`config.mk`:
```
export PLATFORM = sky130hd
export DESIGN_NAME = flappy_game_ctrl_flat
export DESIGN_NICKNAME = d
export VERILOG_FILES = /design/src/rtl/flappy_game_if.sv /design/src/rtl/flappy_game_ctrl.sv /design/src/flat_wrapper.sv
export SDC_FILE = /design/constraint.sdc
export NUM_CORES = 1
export LEC_CHECK = 0
export CORE_ASPECT_RATIO = 0.8
export CORE_MARGIN = 2
export CORE_UTILIZATION = 52
export DETAILED_ROUTE_END_ITERATION = 6
export GPL_TIMING_DRIVEN = 0
export PLACE_DENSITY = 0.87
export SYNTH_ARGS = -nofsm -noshare
export SYNTH_HDL_FRONTEND = slang
export SYNTH_SLANG_ARGS = --single-unit
```
`constraint.sdc`:
```
create_clock -name clk -period 3.3 [get_ports clk]
set_input_delay 0.33 -clock clk [delete_from_list [all_inputs] [get_ports clk]]
set_output_delay 0.33 -clock clk [all_outputs]
set_load 0.05 [all_outputs]
```
`src/rtl/flappy_game_if.sv`:
```
// flappy_game_if: sync/flap/collision inputs and frame strobes/score outputs of the game sequencer
interface flappy_game_if;
   logic       vga_vs;
   logic       flap_req;
   logic       collide;
   logic       pipe_passed;
   logic [1:0] state;
   logic       frame_tick;
   logic       phys_step;
   logic       pipe_step;
   logic       flap_go;
   logic       world_reset;
   logic [9:0] score;
   logic [9:0] high_score;
   logic       game_over;
   modport master (
      output vga_vs, flap_req, collide, pipe_passed,
      input  state, frame_tick, phys_step, pipe_step, flap_go, world_reset, score, high_score, game_over
   );
   modport slave (
      input  vga_vs, flap_req, collide, pipe_passed,
      output state, frame_tick, phys_step, pipe_step, flap_go, world_reset, score, high_score, game_over
   );
endinterface

```
`src/rtl/flappy_game_ctrl.sv`:
```
// flappy_game_ctrl: per-frame game sequencer driving physics/pipe strobes, flap commands and scoring
module flappy_game_ctrl #(
   parameter int DEATH_FRAMES   = 60,
   parameter int HOLDOFF_FRAMES = 30,
   parameter int SCORE_MAX      = 999
) (
   input logic          clk,
   input logic          reset_n,
   flappy_game_if.slave bus
);
   typedef enum logic [1:0] {IDLE, PLAYING, DYING, GAME_OVER} state_e;
   state_e     state_q, state_d;
   logic       vs_q, flap_q, flap_d, hit_q, hit_d;
   logic [7:0] death_q, death_d, hold_q, hold_d;
   logic [9:0] score_q, score_d, high_q, high_d;
   logic       tick, flap_ok, flap_now, hit_now;
   logic       phys, pipe, go, wr;
   // a flap is discarded outright while dying or during the game-over holdoff
   assign tick     = bus.vga_vs & ~vs_q;
   assign flap_ok  = (state_q != DYING) && !(state_q == GAME_OVER && hold_q != 8'd0);
   assign flap_now = flap_q | (bus.flap_req & flap_ok);
   assign hit_now  = hit_q | (bus.collide & (state_q == PLAYING));
   assign bus.state       = state_q;
   assign bus.frame_tick  = tick;
   assign bus.phys_step   = phys;
   assign bus.pipe_step   = pipe;
   assign bus.flap_go     = go;
   assign bus.world_reset = wr;
   assign bus.score       = score_q;
   assign bus.high_score  = high_q;
   assign bus.game_over   = state_q == GAME_OVER;
   // state register; vs_q resets high so no tick appears right after reset
   always_ff @(posedge clk or negedge reset_n) begin
      if (!reset_n) begin
         state_q <= IDLE;
         vs_q    <= 1'b1;
         flap_q  <= 1'b0;
         hit_q   <= 1'b0;
         death_q <= '0;
         hold_q  <= '0;
         score_q <= '0;
         high_q  <= '0;
      end else begin
         state_q <= state_d;
         vs_q    <= bus.vga_vs;
         flap_q  <= flap_d;
         hit_q   <= hit_d;
         death_q <= death_d;
         hold_q  <= hold_d;
         score_q <= score_d;
         high_q  <= high_d;
      end
   end
   // next-state and per-frame strobes; strobes only ever assert in the tick cycle
   always_comb begin
      state_d = state_q;
      flap_d  = tick ? 1'b0 : flap_now;
      hit_d   = tick ? 1'b0 : hit_now;
      death_d = death_q;
      hold_d  = hold_q;
      score_d = score_q;
      high_d  = high_q;
      phys    = 1'b0;
      pipe    = 1'b0;
      go      = 1'b0;
      wr      = 1'b0;
      if (state_q == PLAYING && bus.pipe_passed && score_q != 10'(SCORE_MAX))
         score_d = score_q + 10'd1;
      if (tick) begin
         case (state_q)
            IDLE: if (flap_now) begin
               wr      = 1'b1;
               score_d = '0;
               state_d = PLAYING;
            end
            PLAYING: begin
               phys = 1'b1;
               if (hit_now) begin
                  death_d = 8'(DEATH_FRAMES - 1);
                  state_d = DYING;
               end else begin
                  pipe = 1'b1;
                  go   = flap_now;
               end
            end
            DYING: begin
               phys = 1'b1;
               if (death_q == 8'd0) begin
                  state_d = GAME_OVER;
                  hold_d  = 8'(HOLDOFF_FRAMES);
                  high_d  = (score_q > high_q) ? score_q : high_q;
               end else begin
                  death_d = death_q - 8'd1;
               end
            end
            GAME_OVER: begin
               if (hold_q != 8'd0) begin
                  hold_d = hold_q - 8'd1;
               end else if (flap_now) begin
                  wr      = 1'b1;
                  score_d = '0;
                  state_d = PLAYING;
               end
            end
         endcase
      end
   end
endmodule
```
`src/flat_wrapper.sv`:
```
// flat-port wrapper written by rule: the top's interface ports become plain ports
module flappy_game_ctrl_flat 
#(
   parameter int DEATH_FRAMES   = 60,
   parameter int HOLDOFF_FRAMES = 30,
   parameter int SCORE_MAX      = 999
)
  (clk, reset_n, bus_vga_vs, bus_flap_req, bus_collide, bus_pipe_passed, bus_state, bus_frame_tick, bus_phys_step, bus_pipe_step, bus_flap_go, bus_world_reset, bus_score, bus_high_score, bus_game_over);
  flappy_game_if bus_i ();
  input logic clk;
  input logic reset_n;
  input wire logic [$bits(bus_i.vga_vs)-1:0] bus_vga_vs;
  input wire logic [$bits(bus_i.flap_req)-1:0] bus_flap_req;
  input wire logic [$bits(bus_i.collide)-1:0] bus_collide;
  input wire logic [$bits(bus_i.pipe_passed)-1:0] bus_pipe_passed;
  output wire logic [$bits(bus_i.state)-1:0] bus_state;
  output wire logic [$bits(bus_i.frame_tick)-1:0] bus_frame_tick;
  output wire logic [$bits(bus_i.phys_step)-1:0] bus_phys_step;
  output wire logic [$bits(bus_i.pipe_step)-1:0] bus_pipe_step;
  output wire logic [$bits(bus_i.flap_go)-1:0] bus_flap_go;
  output wire logic [$bits(bus_i.world_reset)-1:0] bus_world_reset;
  output wire logic [$bits(bus_i.score)-1:0] bus_score;
  output wire logic [$bits(bus_i.high_score)-1:0] bus_high_score;
  output wire logic [$bits(bus_i.game_over)-1:0] bus_game_over;
  assign bus_i.vga_vs = bus_vga_vs;
  assign bus_i.flap_req = bus_flap_req;
  assign bus_i.collide = bus_collide;
  assign bus_i.pipe_passed = bus_pipe_passed;
  assign bus_state = bus_i.state;
  assign bus_frame_tick = bus_i.frame_tick;
  assign bus_phys_step = bus_i.phys_step;
  assign bus_pipe_step = bus_i.pipe_step;
  assign bus_flap_go = bus_i.flap_go;
  assign bus_world_reset = bus_i.world_reset;
  assign bus_score = bus_i.score;
  assign bus_high_score = bus_i.high_score;
  assign bus_game_over = bus_i.game_over;
  flappy_game_ctrl #(.DEATH_FRAMES(DEATH_FRAMES), .HOLDOFF_FRAMES(HOLDOFF_FRAMES), .SCORE_MAX(SCORE_MAX)) u_core (.clk(clk), .reset_n(reset_n), .bus(bus_i));
endmodule
```
==> After elaboration in Yosys (flattened, before gate mapping) <==
Index checks and enable logic that the tools add are counted.
{ "word_totals": {"input_bits": 6, "elab_cells": 73, "regBits": 41, "out_inout_bits": 28} }
{ "classes": {"magnitude_cmp": 1, "n_eq_ne": 10, "muxes": 30, "n_addsub": 3, "bitwise_logic": 6, "n_reduce_logical": 15} }
{ "op_table": {"columns": ["operator", "n"], "rows": [
  ["10-bit two-way mux", 4],
  ["8-bit two-way mux", 4],
  ["8-bit one-hot mux with 2 select lines", 2],
  ["10-bit one-hot mux with 2 select lines", 1],
  ["4-bit AND reduction", 4],
  ["8-bit by 1-bit subtractor with 8-bit output, second input constant", 2],
  ["1-bit two-way mux", 13],
  ["10-bit by 1-bit adder with 10-bit output, second input constant", 1],
  ["10-bit greater-than comparator", 1],
  ["10-bit inequality test, second input constant", 1],
  ["8-bit logical NOT", 1],
  ["2-bit two-way mux", 4],
  ["2-bit one-hot mux with 4 select lines", 1],
  ["8-bit nonzero test", 1],
  ["2-bit by 1-bit inequality test with 1-bit output, second input constant", 3],
  ["2-bit inequality test, second input constant", 3],
  ["2-bit equality test, second input constant", 2],
  ["1-bit logical AND", 4],
  ["2-bit nonzero test", 2],
  ["1-bit bitwise AND", 3],
  ["2-bit by 1-bit equality test with 1-bit output, second input constant", 1],
  ["2-bit logical NOT", 1],
  ["1-bit OR", 2],
  ["1-bit one-hot mux with 2 select lines", 1],
  ["3 further kinds", 3]
]} }

==> Longest topological paths before layout <==
{ "depth": {"ltp_word": 10, "depth_mapped": 8, "depth_no_buf": 7} }

==> Least setup slack after synthesis <==
Ideal clock, no wire load.
{ "synth_path": {"kind": "register -> output", "start": "register u_core.state_q[1], in the netlist u_core.bus.state[1]", "end": "output port bus_world_reset", "path_stages_with_launch": 5, "path_slack_ns": -1.063, "t_arrival_ns": 4.033, "path_cell_list": "dfrtp_1 ha_1 buf_2 nand2_1 a2111oi_0"} }
{ "synth_between": {"elab_chain_cells": 10} }
{ "synth_rtl": {"columns": ["element", "line", "text"], "rows": [
  ["from (decl)", "flappy_game_ctrl.sv:12", "state_e state_q, state_d;"],
  ["from (signal assigned)", "flappy_game_ctrl.sv:44", "state_q <= state_d;"],
  ["2-bit equality test *", null, null],
  ["net bus_game_over", "flat_wrapper.sv:24", "output wire logic [$bits(bus_i.game_over)-1:0] bus_game_over;"],
  ["1-bit logical AND", "flappy_game_ctrl.sv:20", "assign flap_ok = (state_q != DYING) && !(state_q == GAME_OVER && hold_q != 8'd0);"],
  ["1-bit logical NOT", "flappy_game_ctrl.sv:20", null],
  ["1-bit logical AND", "flappy_game_ctrl.sv:20", null],
  ["1-bit bitwise AND", "flappy_game_ctrl.sv:21", "assign flap_now = flap_q | (bus.flap_req & flap_ok);"],
  ["1-bit OR", "flappy_game_ctrl.sv:21", null],
  ["1-bit two-way mux", "flappy_game_ctrl.sv:71, flappy_game_ctrl.sv:99", null],
  ["1-bit two-way mux", "flappy_game_ctrl.sv:97", "if (hold_q != 8'd0) begin"],
  ["1-bit one-hot mux with 2 select lines *", "flappy_game_ctrl.sv:70", "case (state_q)"],
  ["1-bit two-way mux *", "flappy_game_ctrl.sv:69", "if (tick) begin"],
  ["to (decl)", "flat_wrapper.sv:21", "output wire logic [$bits(bus_i.world_reset)-1:0] bus_world_reset;"]
]} }
The timed path passes the listed nets; every way through them passes the cells marked *.

==> Final worst setup path <==
{ "layout_path": {"start": "register u_core.hold_q[3]", "end": "output port bus_world_reset"} }
{ "layout_between": {"elab_chain_cells": 10} }
{ "layout_rtl": {"columns": ["element", "line", "text"], "rows": [
  ["from (decl)", "flappy_game_ctrl.sv:14", "logic [7:0] death_q, death_d, hold_q, hold_d;"],
  ["from (signal assigned)", "flappy_game_ctrl.sv:49", "hold_q <= hold_d;"],
  ["8-bit nonzero test *", "flappy_game_ctrl.sv:20, flappy_game_ctrl.sv:97", null],
  ["1-bit logical AND", "flappy_game_ctrl.sv:20", null],
  ["1-bit logical NOT", "flappy_game_ctrl.sv:20", null],
  ["1-bit logical AND", "flappy_game_ctrl.sv:20", null],
  ["1-bit bitwise AND", "flappy_game_ctrl.sv:21", null],
  ["1-bit OR", "flappy_game_ctrl.sv:21", null],
  ["1-bit two-way mux", "flappy_game_ctrl.sv:71, flappy_game_ctrl.sv:99", null],
  ["1-bit two-way mux", "flappy_game_ctrl.sv:97", null],
  ["1-bit one-hot mux with 2 select lines *", "flappy_game_ctrl.sv:70", null],
  ["1-bit two-way mux *", "flappy_game_ctrl.sv:69", null]
]} }
Mark *: on every way between the ends. The rest lies on a longest branch, timed or not.

==> results.py <==
metrics = {
    "timing": {
        "slew_violations": 0,
        "hold_viol_final": 0,
        "slew_headroom": 0.5939,
        "final-setup-viol-count": 0,
        "fin_crit_sh": 0.9216,
        "tightestPinTransition_ns": 0.6077,
        "finalSetupTns_ns": 0,
        "finClkSkew_ns": 0.009481,
        "fmax_mhz": 328.8,
        "rsz0062_at_grt": "false",
        "fin_crit_ns": 3.041,
    },
    "yosys": {
        "synth_most_common_cell": "dfrtp_1",
        "synth_nets": 275,
        "synth_cell_types": 48,
        "yosysTopAreaCellShare": 0.4137,
        "seq_area_frac_synth": 0.4245,
        "synth_warnings": 0,
        "synth_top_cell_by_area": "dfrtp_1",
        "synth_seq_cells": 41,
        "synth-edff-count": 0,
        "synth_commonest_cells": "40 x dfrtp_1, 26 x nor2_1, 23 x inv_1",
        "synth_flop_cell": "dfrtp_1",
        "async_flop_share": 1.000,
        "synth.avg_cell_area_sq_um": 9.679,
        "syn_area_sq_um": 2420,
        "yosys-top-cells-area": "dfrtp_1 41%, ha_1 9.8%, mux2_2 4.7%",
        "synthCells": 250,
    },
    "route": {
        "wire_per_inst_microns": 15.51,
        "routed_via_density": 5.737,
        "dr.pass1.iters": 4,
        "drtAntennaViolNets": 0,
        "drc_errors": 0,
        "drt-initial-drc-count": 157,
        "vias": 2025,
        "finalWirelength_mm": 5.474,
    },
    "global_routing": {
        "grt_pass1_wl_mm": 9.266,
        "gr-total-overflow": 0,
        "track_usage": 0.2309,
        "antenna_found_initial": 0,
        "grt_pass1_vias": 1991,
        "grt_max_degree": 26,
    },
    "die": {
        "die_w_microns": 80.27,
        "die_area_sq_um": 5219,
        "pin_count": 34,
        "die_h_microns": 65.02,
        "start_util": 0.5328,
        "fp-row-count": 22,
        "core_sq_um": 4542,
    },
    "critical_path": {
        "critPathCaptureType": "output port",
        "arrival_ns": 2.71,
        "path_class": "reg2out",
        "start_kind": "flop",
        "critPathRequiredTime_ns": 2.97,
        "crit_fanout": 6,
    },
    "clock_tree": {
        "cts_sinks": 41,
        "htree_levels": 2,
        "cts_tree": "done",
        "cts-root-buf": "clkbuf_8",
        "insertion_delay_ns": 0.30,
        "cts_buffers": 5,
        "clockBufferDepth": 2,
        "cts.reportedPaths.clkPinSlew_ns": 0.08,
    },
    "run": {
        "maxCapViolCount": 0,
    },
    "cells_and_area": {
        "num-nets-final": 317,
        "fill_cells": 346,
        "synthToLayoutAreaGrowth_pct": 23.16,
        "drive_above_1_share": 0.1195,
        "instances_no_fill": 353,
        "n_antenna_cell": 0,
    },
    "hold_path": {
        "holdCritPathClass": "in2reg",
    },
    "placement": {
        "io_buffer_count": 33,
        "routabilityCongestion": 0.8248,
        "dp.cells": 344,
        "dp_hpwl_mm": 4.012,
    },
    "power_and_ir_drop": {
        "p_leak_nw": 1.304,
        "p_per_area_nw_per_um2": 665.3,
        "peakVddDrop_mv": 0.3006,
    },
    "run_status": {
        "status": "finished clean",
    },
}
per-layer routing:
metal	track usage	wire length, microns	vias up
met5	0	0	-
met4	0.08475	106	0
met3	0.05014	217	12
met2	0.3594	2561	52
met1	0.3174	2590	983
li1	-	-	978
cells by family after synthesis:
logic type      synth area share
xor+xnor                 0.04705
buf+inv                  0.04447
mux                      0.05067
flops                     0.4245
simple gates              0.1934
fa+ha+maj                0.09824
compound gates            0.1417
final timing paths:
| path | startpoint | to | slack, ns | depth (start not counted) |
|---|---|---|---|---|
| min reg2reg | u_core.hit_q | u_core.hit_q | 0.51 | 2 |
| min in group asynchronous | reset_n | u_core.hold_q[1] | 0.50 | 2 |
| max in group asynchronous | reset_n | u_core.vs_q | 2.26 | 3 |
| max | u_core.hold_q[3] | bus_world_reset | 0.26 | 5 |
| max reg2reg | u_core.bus.state[1] | u_core.death_q[3] | 1.03 | 8 |
| min | bus_vga_vs | u_core.vs_q | 0.47 | 1 |
sequential cells by signal (all words and copies together) (netlist names):
name and cells:
u_core.bus.high_score 10, u_core.bus.score 10, u_core.bus.state 2, u_core.death_q 8, u_core.flap_q 1, u_core.hit_q 1, u_core.hold_q 8, u_core.vs_q 1
per-stage QoR:
step           power, W  setup WS (ns)    util  hold WS (ns)  instance area, sq um
2_1_floorplan  0.001329         0.2617       -       0.03441                  2426
3_3_place_gp   0.001524         0.3199  0.6234        0.4664                  2831
3_5_place_dp   0.001569         0.2946  0.6284        0.3019                  2854
4_1_cts        0.001983        0.01271  0.6556        0.4671                  2978
5_1_grt        0.002119         0.1430  0.6562        0.4672                  2980
6_report       0.001983         0.2587  0.6562        0.4729                  2980
where the power goes:
| part | total (W) | switching, W | internal (W) |
|---|---|---|---|
| sequential | 0.000756 | 0.000143 | 0.000613 |
| combinational | 0.000815 | 0.000515 | 0.000300 |
| clock | 0.000412 | 0.000186 | 0.000226 |
cell usage in the layout (no fill, tap or decap), types with 2 or more instances in the layout:
cell type        count
a21oi_1             12
buf_2                3
nor2b_1              2
a31oi_1              2
a21o_1               4
a31o_2               2
ha_1                19
clkbuf_8             5
nand2_1             16
nor2_1              26
nand2b_1             3
inv_1               23
dfrtp_1             40
nand3_1             10
nor4_1               4
nor3_1               7
xor2_1              10
xnor2_1              3
clkdlybuf4s50_1     30
mux2_2              10
and2_1               2
nand4_1              9
o21a_1               2
and3_1               2
clkbuf_1             2
o21ai_0             12
o31ai_1              3
layout make-up:
class	count	area [sq um]	share of cell area
clock buffers	5	68.82	0.02309
repair buffers	35	364.1	0.1222
flip-flops and latches	41	1027	0.3447
plain buffers	4	17.52	0.005877
clock inverters	3	46.29	0.01553
well taps	60	75.07	0.02519
inverters	24	90.09	0.03023
multi-input cells	181	1291	0.4332
timing repair:
action                                  CTS  global route
endpoints found under the hold margin    16             0
resized for setup                         1             1
hold buffers                              1             0
buffers inserted                          0             0
endpoints found under the setup margin    1             1
critical path, stage by stage, from the launching register on:
cell and delay, ns:
dfrtp_1 0.43, or4_4 0.60, nor3_4 0.32, nand2_1 0.18, a2111oi_2 0.32, dlygate4sd2_1 0.56
(Power assumes the default switching activity.)
